$ cat config.mk
export PLATFORM = sky130hd
export DESIGN_NAME = ps2_keyboard_port
export DESIGN_NICKNAME = d
export VERILOG_FILES = /design/src/rtl/ps2_pkg.sv /design/src/rtl/ps2_rx_fifo.sv /design/src/rtl/ps2_keyboard_port.sv
export SDC_FILE = /design/constraint.sdc
export NUM_CORES = 1
export LEC_CHECK = 0
export BUFFER_PORTS_ARGS = -buffer_cell sky130_fd_sc_hd__buf_2
export CORE_MARGIN = 5
export CORE_UTILIZATION = 45
export DETAILED_ROUTE_END_ITERATION = 8
export PLACE_DENSITY_LB_ADDON = 0.15
export REMOVE_ABC_BUFFERS = 1
export SLEW_MARGIN = 40
export SYNTH_ARGS = -nofsm -noshare
export SYNTH_HDL_FRONTEND = slang
export SYNTH_SLANG_ARGS = --single-unit
$ cat constraint.sdc
create_clock -name clk -period 3.5 [get_ports clk]
set_input_delay 0.175 -clock clk [delete_from_list [all_inputs] [get_ports clk]]
set_output_delay 0.175 -clock clk [all_outputs]
set_load 0.01 [all_outputs]
$ cat src/rtl/ps2_pkg.sv
// Shared constants for the PS/2 keyboard port: status word layout, frame length
// and the load address the external decoder matches.
package ps2_pkg;

   localparam int READY_BIT  = 8;
   localparam int OVF_BIT    = 9;
   localparam int FERR_BIT   = 10;
   localparam int FRAME_BITS = 11;
   localparam int BITCNT_W   = 4;

   localparam logic [31:0] PS2_PORT_ADDR = 32'hA000_0000;

   // True when data plus parity bit carry an odd number of ones.
   function automatic logic odd_parity_ok(input logic [7:0] data, input logic par);
      return ^{data, par};
   endfunction

endpackage

$ cat src/rtl/ps2_rx_fifo.sv
// Synchronous byte FIFO for received scan codes; head is visible without a pop.
module ps2_rx_fifo
   import ps2_pkg::*;
#(
   parameter int FIFO_AW = 3
) (
   input  logic       clk,
   input  logic       clrn,
   input  logic       push,
   input  logic       pop,
   input  logic [7:0] din,
   output logic       full,
   output logic       empty,
   output logic [7:0] head
);

   localparam int DEPTH = 1 << FIFO_AW;

   logic [7:0]         mem [DEPTH];
   logic [FIFO_AW-1:0] wr_ptr;
   logic [FIFO_AW-1:0] rd_ptr;
   logic [FIFO_AW:0]   count;
   logic               do_push;
   logic               do_pop;

   assign empty   = (count == '0);
   assign full    = (count == (FIFO_AW+1)'(DEPTH));
   assign do_pop  = pop & ~empty;
   // A pop in the same cycle frees the slot, so a full FIFO still accepts the push.
   assign do_push = push & (~full | do_pop) & clrn;
   assign head    = mem[rd_ptr];

   always_ff @(posedge clk) begin
      if (do_push) mem[wr_ptr] <= din;
   end

   always_ff @(posedge clk) begin
      if (!clrn) begin
         wr_ptr <= '0;
         rd_ptr <= '0;
         count  <= '0;
      end else begin
         if (do_push) wr_ptr <= wr_ptr + 1'b1;
         if (do_pop)  rd_ptr <= rd_ptr + 1'b1;
         count <= count + (FIFO_AW+1)'(do_push) - (FIFO_AW+1)'(do_pop);
      end
   end

endmodule

$ cat src/rtl/ps2_keyboard_port.sv
// PS/2 device-to-host receiver with scan-code FIFO, read by the CPU as one
// status/data word; a load pops the head byte and clears the sticky flags.
module ps2_keyboard_port
   import ps2_pkg::*;
#(
   parameter int FIFO_AW        = 3,
   parameter int TIMEOUT_CYCLES = 50000
) (
   input  logic        clk,
   input  logic        clrn,
   input  logic        ps2_clk,
   input  logic        ps2_data,
   input  logic        io_rd,
   output logic [31:0] io_data
);

   localparam int TW = $clog2(TIMEOUT_CYCLES + 1);

   logic                ps2_clk_p0, ps2_clk_p1, ps2_clk_p2;
   logic                ps2_data_p0, ps2_data_p1;
   logic                fall;
   logic [BITCNT_W-1:0] bitcnt;
   logic [7:0]          shreg;
   logic                parity_bit;
   logic [TW-1:0]       tcnt;
   logic                frame_err;
   logic                overflow;
   logic                frame_done;
   logic                frame_ok;
   logic                push;
   logic                ferr_evt;
   logic                ovf_evt;
   logic                pop;
   logic                full;
   logic                empty;
   logic [7:0]          head;

   assign fall       = ps2_clk_p2 & ~ps2_clk_p1;
   assign frame_done = fall && (bitcnt == BITCNT_W'(FRAME_BITS - 1));
   assign frame_ok   = odd_parity_ok(shreg, parity_bit) & ps2_data_p1;
   assign push       = frame_done & frame_ok;
   assign ferr_evt   = frame_done & ~frame_ok;
   assign pop        = io_rd & ~empty;
   assign ovf_evt    = push & full & ~pop;

   // Synchronisers, deserialiser, timeout and sticky status flags
   always_ff @(posedge clk) begin
      if (!clrn) begin
         ps2_clk_p0  <= 1'b1;
         ps2_clk_p1  <= 1'b1;
         ps2_clk_p2  <= 1'b1;
         ps2_data_p0 <= 1'b1;
         ps2_data_p1 <= 1'b1;
         bitcnt      <= '0;
         shreg       <= '0;
         parity_bit  <= 1'b0;
         tcnt        <= '0;
         frame_err   <= 1'b0;
         overflow    <= 1'b0;
      end else begin
         ps2_clk_p0  <= ps2_clk;
         ps2_clk_p1  <= ps2_clk_p0;
         ps2_clk_p2  <= ps2_clk_p1;
         ps2_data_p0 <= ps2_data;
         ps2_data_p1 <= ps2_data_p0;

         if (fall) begin
            tcnt <= '0;
            if (bitcnt == '0) begin
               // A high start bit is line noise; stay aligned on the next fall.
               if (!ps2_data_p1) bitcnt <= BITCNT_W'(1);
            end else if (bitcnt <= BITCNT_W'(8)) begin
               shreg  <= {ps2_data_p1, shreg[7:1]};
               bitcnt <= bitcnt + 1'b1;
            end else if (bitcnt == BITCNT_W'(9)) begin
               parity_bit <= ps2_data_p1;
               bitcnt     <= bitcnt + 1'b1;
            end else begin
               bitcnt <= '0;
            end
         end else if (bitcnt != '0) begin
            if (tcnt == TW'(TIMEOUT_CYCLES - 1)) begin
               bitcnt <= '0;
               tcnt   <= '0;
            end else begin
               tcnt <= tcnt + 1'b1;
            end
         end else begin
            tcnt <= '0;
         end

         // Same-cycle events win over the read-clear.
         frame_err <= (frame_err & ~io_rd) | ferr_evt;
         overflow  <= (overflow & ~io_rd) | ovf_evt;
      end
   end

   ps2_rx_fifo #(
      .FIFO_AW (FIFO_AW)
   ) u_fifo (
      .clk   (clk),
      .clrn  (clrn),
      .push  (push),
      .pop   (pop),
      .din   (shreg),
      .full  (full),
      .empty (empty),
      .head  (head)
   );

   always_comb begin
      io_data            = '0;
      io_data[FERR_BIT]  = frame_err;
      io_data[OVF_BIT]   = overflow;
      io_data[READY_BIT] = ~empty;
      io_data[7:0]       = empty ? 8'h00 : head;
   end

endmodule
==> flow_summary.json, run 1 <==
{
  "finalHoldViolCount": 0,
  "crit_path_max_incr_delay_ns": 0.54,
  "rows": 38,
  "ff2ff_path_depth": 9,
  "startpoint_type": "flip-flop",
  "num_io_pins": 37,
  "io_buffers": 15,
  "gp_congestion": 0.7556,
  "grt_first_pass_wirelength_um": 14550,
  "syn_area_um2": 4979,
  "clock-sinks": 113,
  "seq_area_frac_synth_pct": 58.31,
  "critPathTopFamily": "simple AND/OR/NAND/NOR gates",
  "r2r_end": "u_fifo.count[2]",
  "worst_pin_slew_ns": 0.6995,
  "yosysTopAreaCellShare_pct": 38.60,
  "grt_pass1_vias": 2822,
  "rsz0062_at_grt": "no",
  "ys.flop_type": "edfxtp_1",
  "worst-path-buf-inv": 1,
  "dp_cells": 531,
  "grt_overflow": 0,
  "max_freq_ghz": 0.3431,
  "postSynth.asyncResetShare_pct": 0,
  "max_cap_violations": 0,
  "cts_buffers": 17,
  "die_x_um": 115.2,
  "crit_path_top_delay_cell": "dfxtp_1",
  "synthTopCellsByArea": "edfxtp_1, dfxtp_1, mux4_2, mux2i_1, buf_4",
  "period_share_pct": 83.26,
  "end_kind": "flip-flop",
  "netlist_instances": 377,
  "die-area_um2": 13270,
  "power_mw": 3.854,
  "power_density_nw_per_um2": 662.3,
  "cp_cell_sequence": "xnor3_1 -> or4_1 -> mux2i_4 -> and3_1 -> ha_1 -> inv_1 -> fa_1 -> xnor2_1 -> and2_1",
  "instances_no_fill": 566,
  "drtAntennaViolNets": 0,
  "setup_viol": 0,
  "drt_iter0_drc": 80,
  "skew_ns": 0.007830,
  "cp-endpoint": "u_fifo.count[2]",
  "ys_types": 50,
  "cts_setup_buffers": 0,
  "cts-root-buf": "clkbuf_8",
  "worst_setup_path_startpoint": "shreg[7]",
  "diodes": 0,
  "post-route-drc-count": 0,
  "hp-class": "in -> reg",
  "cts.reportedPaths.clkPinSlew_ns": 0.06,
  "grt_max_degree": 30,
  "r2r_setup_slack_ns": 0.59,
  "path_max_fanout": 11,
  "crit_required_ns": 3.91,
  "max_slew_margin_pct": 53.19,
  "postSynthAreaPerCell_um2": 13.21,
  "postRouteWirelength_um": 8842,
  "ir_worst_vdd_v": 0.0002988,
  "nets": 432,
  "clock_latency_ns": 0.52,
  "r2r_start": "shreg[7]",
  "drive_above_1_share_pct": 19.95,
  "wl_per_cell_um": 15.62,
  "vias_per_cell": 4.958,
  "synth_common_cells": "edfxtp_1, dfxtp_1, nor2_1",
  "synth.most_common_cell": "edfxtp_1",
  "status": "completed",
  "track_usage_pct": 14.92,
  "design_area_um2": 5819,
  "synth_top_cell_by_area": "edfxtp_1",
  "start_util_pct": 45.93,
  "fin_tns_setup_ns": 0,
  "die_h_um": 115.2,
  "antenna_found_initial": 0,
  "worst-path-stages": 9,
  "cts_tree": "yes",
  "core_um2": 10840,
  "cts_buffer_depth": 2,
  "first_pass_iters": 4,
  "ys_warn_count": 0,
  "syn_to_final_growth_pct": 16.89,
  "slew_viol_final": 0,
  "arrival_ns": 3.33,
  "ctsHtreeMaxLevel": 4,
  "fin_crit_ns": 2.914,
  "path_class": "reg -> reg",
  "vias": 2806,
  "synth_enable_flop_cells": 64,
  "place_hpwl_um": 5930,
  "final_core_util_pct": 53.68,
  "dpl-instance-area_um2": 5185,
  "cts_resized": 0,
  "ys_ff_latch": 113,
  "leakagePower_nw": 2.203
}
==> through the flow <==
stage          worst slack, ns  hold WS (ns)
3_5_place_dp            0.5845        0.3638
6_report                0.5858       0.01380
5_1_grt                 0.4529       0.02852
2_1_floorplan           0.8369        0.2480
3_3_place_gp            0.6502        0.3550
4_1_cts                 0.5596      0.001930
==> worst min-delay path by stage <==
stage	cells after the start	slack (ns)	endpoint	start
final	3	0.01	overflow	io_rd
after global routing	3	0.03	overflow	io_rd
after CTS	3	0.002	overflow	io_rd
after detailed placement	2	0.36	ps2_clk_p0	ps2_clk
after global placement	2	0.36	ps2_data_p0	ps2_data
after floorplan	1	0.25	ps2_clk_p0	clrn
==> sequential cells by signal, indices dropped and copies added, names as in the netlist, named ones only <==
name           count
ps2_clk_p1         1
ps2_data_p0        1
bitcnt             4
shreg              8
frame_err          1
u_fifo.wr_ptr      3
u_fifo.rd_ptr      3
u_fifo.count       4
u_fifo.mem        64
ps2_data_p1        1
tcnt              16
ps2_clk_p0         1
overflow           1
ps2_clk_p2         1
parity_bit         1
==> cell type report <==
| class | instances | area (um2) |
|---|---|---|
| clock inverter | 12 | 158.9 |
| tap | 140 | 175.2 |
| sequential | 113 | 2904 |
| timing repair buffer | 32 | 210.2 |
| clock buffer | 20 | 445.4 |
| inverter | 16 | 60.06 |
| fill | 924 | 5021 |
| multi-input combinational | 233 | 1866 |
==> tightest hold or removal path, cell delays in order <==
cell and delay, ns:
buf_2 0.15, nand3b_1 0.12, nand2_1 0.05
==> metal layers <==
metal / global-route usage (%) / part of all wire [%]
met4: 5.869 / 1.7
met3: 5.579 / 4.5
met1: 18.44 / 45
met2: 23.80 / 49
met5: 0 / 0
==> layout by cell type (no fill, tap or decap), types with 2 or more instances in the layout <==
cell type      count
edfxtp_1          64
dfxtp_1           48
nor2_1            34
conb_1            21
mux2i_1           19
inv_1             16
mux4_2            16
nor2b_1           16
clkbuf_16         16
nand3_1           15
buf_2             15
buf_4             14
ha_1              13
nand2b_1          11
xor2_1            11
xnor2_1           11
nand2_1            9
and3_1             8
and2_1             8
a21oi_1            5
clkinvlp_4         5
nand3b_1           3
clkbuf_8           3
bufinv_16          3
clkinv_4           3
dlygate4sd3_1      3
xnor3_1            2
nand4_1            2
nor3_2             2
o21ai_0            2
a211oi_1           2
a21boi_0           2
==> cells by family after synthesis <==
logic type	after synthesis	share of synthesized area, %
AOI/OAI and AO/OA	18	2.438
xor gates and xnor gates	24	4.775
buffers and inverters	51	5.730
DFF	113	58.31
and+or+nand+nor	120	13.50
other	1	0.07532
muxes	36	11.51
adders and majority gates	14	3.669
==> report_power, final <==
| group | switching [mW] | internal, mW |
|---|---|---|
| Clock | 0.599 | 1.12 |
| Combinational | 0.332 | 0.324 |
| Sequential | 0.0453 | 1.43 |
==> timing repair <==
item                                   CTS  global route
endpoints found under the hold margin    3             0
hold buffers                             3             0
setup endpoints to repair                0             0
Note: power is estimated with default switching activity, not from simulation.
==> run 2: changes to the inputs <==
Clock period 3.5 ns to 2.7 ns, I/O delays scaled along.
==> run 2 against run 1 <==
Global-route usage is 0.95 points lower. Setup slack worse by 0.43 ns. Sequential power is 28% higher. Via count is 1.4% lower. Worst hold slack better by 0.39 ns. Core utilization is 0.91 points higher. Wire length is 5.0% lower. Clock skew is 0.0013 ns higher. Sequential share of layout area is 0.83 points lower. Highest routed layer unchanged.
==> flow_summary.json, run 2 (same netlist as run 1, synthesis figures left out) <==
{
  "grt_max_degree": 26,
  "track_usage_pct": 13.97,
  "rows": 38,
  "leakagePower_nw": 2.272,
  "die-area_um2": 13270,
  "cts_setup_buffers": 0,
  "fin_tns_setup_ns": 0,
  "dp_cells": 538,
  "grt_overflow": 0,
  "drtAntennaViolNets": 0,
  "reg.largest.list": "u_fifo.mem: 64 flops, tcnt: 16 flops, shreg: 8 flops",
  "period_share_pct": 94.28,
  "max_slew_margin_pct": 60.60,
  "detail_route.wirelength.met1_um": 4073,
  "finalHoldViolCount": 0,
  "path_max_fanout": 3,
  "post-route-drc-count": 0,
  "instances_no_fill": 576,
  "wl_met2_um": 3957,
  "regArea_um2": 2904,
  "crit_path_max_incr_delay_ns": 0.46,
  "final_core_util_pct": 54.59,
  "crit_path_top_delay_cell": "or4_1",
  "nets": 442,
  "critPathTopFamily": "simple AND/OR/NAND/NOR gates",
  "diodes": 0,
  "first_pass_iters": 4,
  "setup_ws_ns": 0.1543,
  "die_x_um": 115.2,
  "final_cell_mix": "edfxtp_1, dfxtp_1, nor2_1",
  "clock_latency_ns": 0.51,
  "hold_ws_ns": 0.4080,
  "drive_above_1_share_pct": 21.33,
  "end_kind": "flip-flop",
  "top_layer_used": "met4",
  "ctsHtreeMaxLevel": 4,
  "postRouteWirelength_um": 8403,
  "hp-class": "reg -> reg",
  "setup_viol": 0,
  "start_util_pct": 45.93,
  "clock-sinks": 113,
  "crit_required_ns": 3.10,
  "final_common_cell": "edfxtp_1",
  "multi_input_area_um2": 1866,
  "wl_per_cell_um": 14.59,
  "antenna_found_initial": 0,
  "cts.reportedPaths.clkPinSlew_ns": 0.06,
  "io_buffers": 15,
  "num_io_pins": 37,
  "die_h_um": 115.2,
  "cts_buffers": 17,
  "place_ws_ns": 0.1028,
  "fin_crit_ns": 2.546,
  "nFillCells": 931,
  "grt_first_pass_wirelength_um": 14050,
  "startpoint_type": "flip-flop",
  "power_density_nw_per_um2": 855.1,
  "core_um2": 10840,
  "worst_pin_slew_ns": 0.5902,
  "syn_to_final_growth_pct": 18.87,
  "slew_viol_final": 0,
  "ir_worst_vdd_v": 0.0003681,
  "gp_congestion": 0.7310,
  "vias": 2766,
  "cts_buffer_depth": 2,
  "skew_ns": 0.009140,
  "cp_cell_sequence": "xnor3_1 -> or4_1 -> mux2i_4 -> and3_1 -> ha_1 -> inv_1 -> fa_1 -> xnor2_1 -> and2_1",
  "largest_reg_flops": 64,
  "max_cap_violations": 0,
  "drt_iter0_drc": 88,
  "vias_per_cell": 4.802,
  "arrival_ns": 2.95,
  "max_freq_ghz": 0.3928,
  "grt_pass1_vias": 2816,
  "top_register": "u_fifo.mem",
  "worst-path-buf-inv": 1,
  "path_class": "reg -> reg",
  "cts_tree": "yes",
  "status": "completed",
  "wl_met3_um": 284,
  "place_hpwl_um": 5601,
  "cts-root-buf": "clkbuf_8",
  "rsz0062_at_grt": "no"
}
## run 2: cell types whose count changed in the layout (fill, tap and decap cells not counted)
cell / change
buf_4: +7
bufinv_16: +1
clkbuf_1: -1
clkbuf_8: -2
clkinv_1: +1
clkinv_4: +2
clkinvlp_4: -4
dlygate4sd3_1: +3
inv_1: -1
inv_2: +1
inv_6: +3
## run 2: repair_timing
action                                 in CTS  in global routing
hold buffers                                6                  0
setup endpoints to repair                   0                  1
gates resized for setup                     0                  2
endpoints found under the hold margin      14                  0
## run 2: routing by layer
metal | up-vias | GRT usage [%]
li1 | 1400 | -
met1 | 1311 | 18.44
met2 | 46 | 21.60
met3 | 9 | 3.947
met4 | 0 | 6.103
met5 | - | 0
## run 2: stage by stage
step           total power [mW]  instance area [um2]
2_1_floorplan             2.538                 4828
3_3_place_gp              2.804                 5236
3_5_place_dp              2.821                 5236
4_1_cts                   5.137                 5917
5_1_grt                   5.314                 5918
6_report                  5.061                 5918
## run 2: final timing paths
check	startpoint	endpoint	slack, ns	cells past startpoint
max	parity_bit	u_fifo.count[2]	0.15	9
min	ps2_data_p0	ps2_data_p1	0.41	1
max reg2reg	parity_bit	u_fifo.count[2]	0.15	9
min reg2reg	ps2_data_p0	ps2_data_p1	0.41	1
## run 2: area by class of cell
cell class	instances	area share (%)
inverter	16	1.015
timing repair buffer	42	4.947
sequential	113	49.07
tap	140	2.960
multi-input combinational	233	31.52
clock inverter	15	3.488
clock buffer	17	6.998
## run 2: where the power goes
group          switching (mW)  leakage (nW)  internal, mW
Combinational           0.448         0.980         0.434
Clock                   0.785         0.301          1.51
Sequential             0.0328         0.990          1.85
Total                    1.26          2.27          3.80
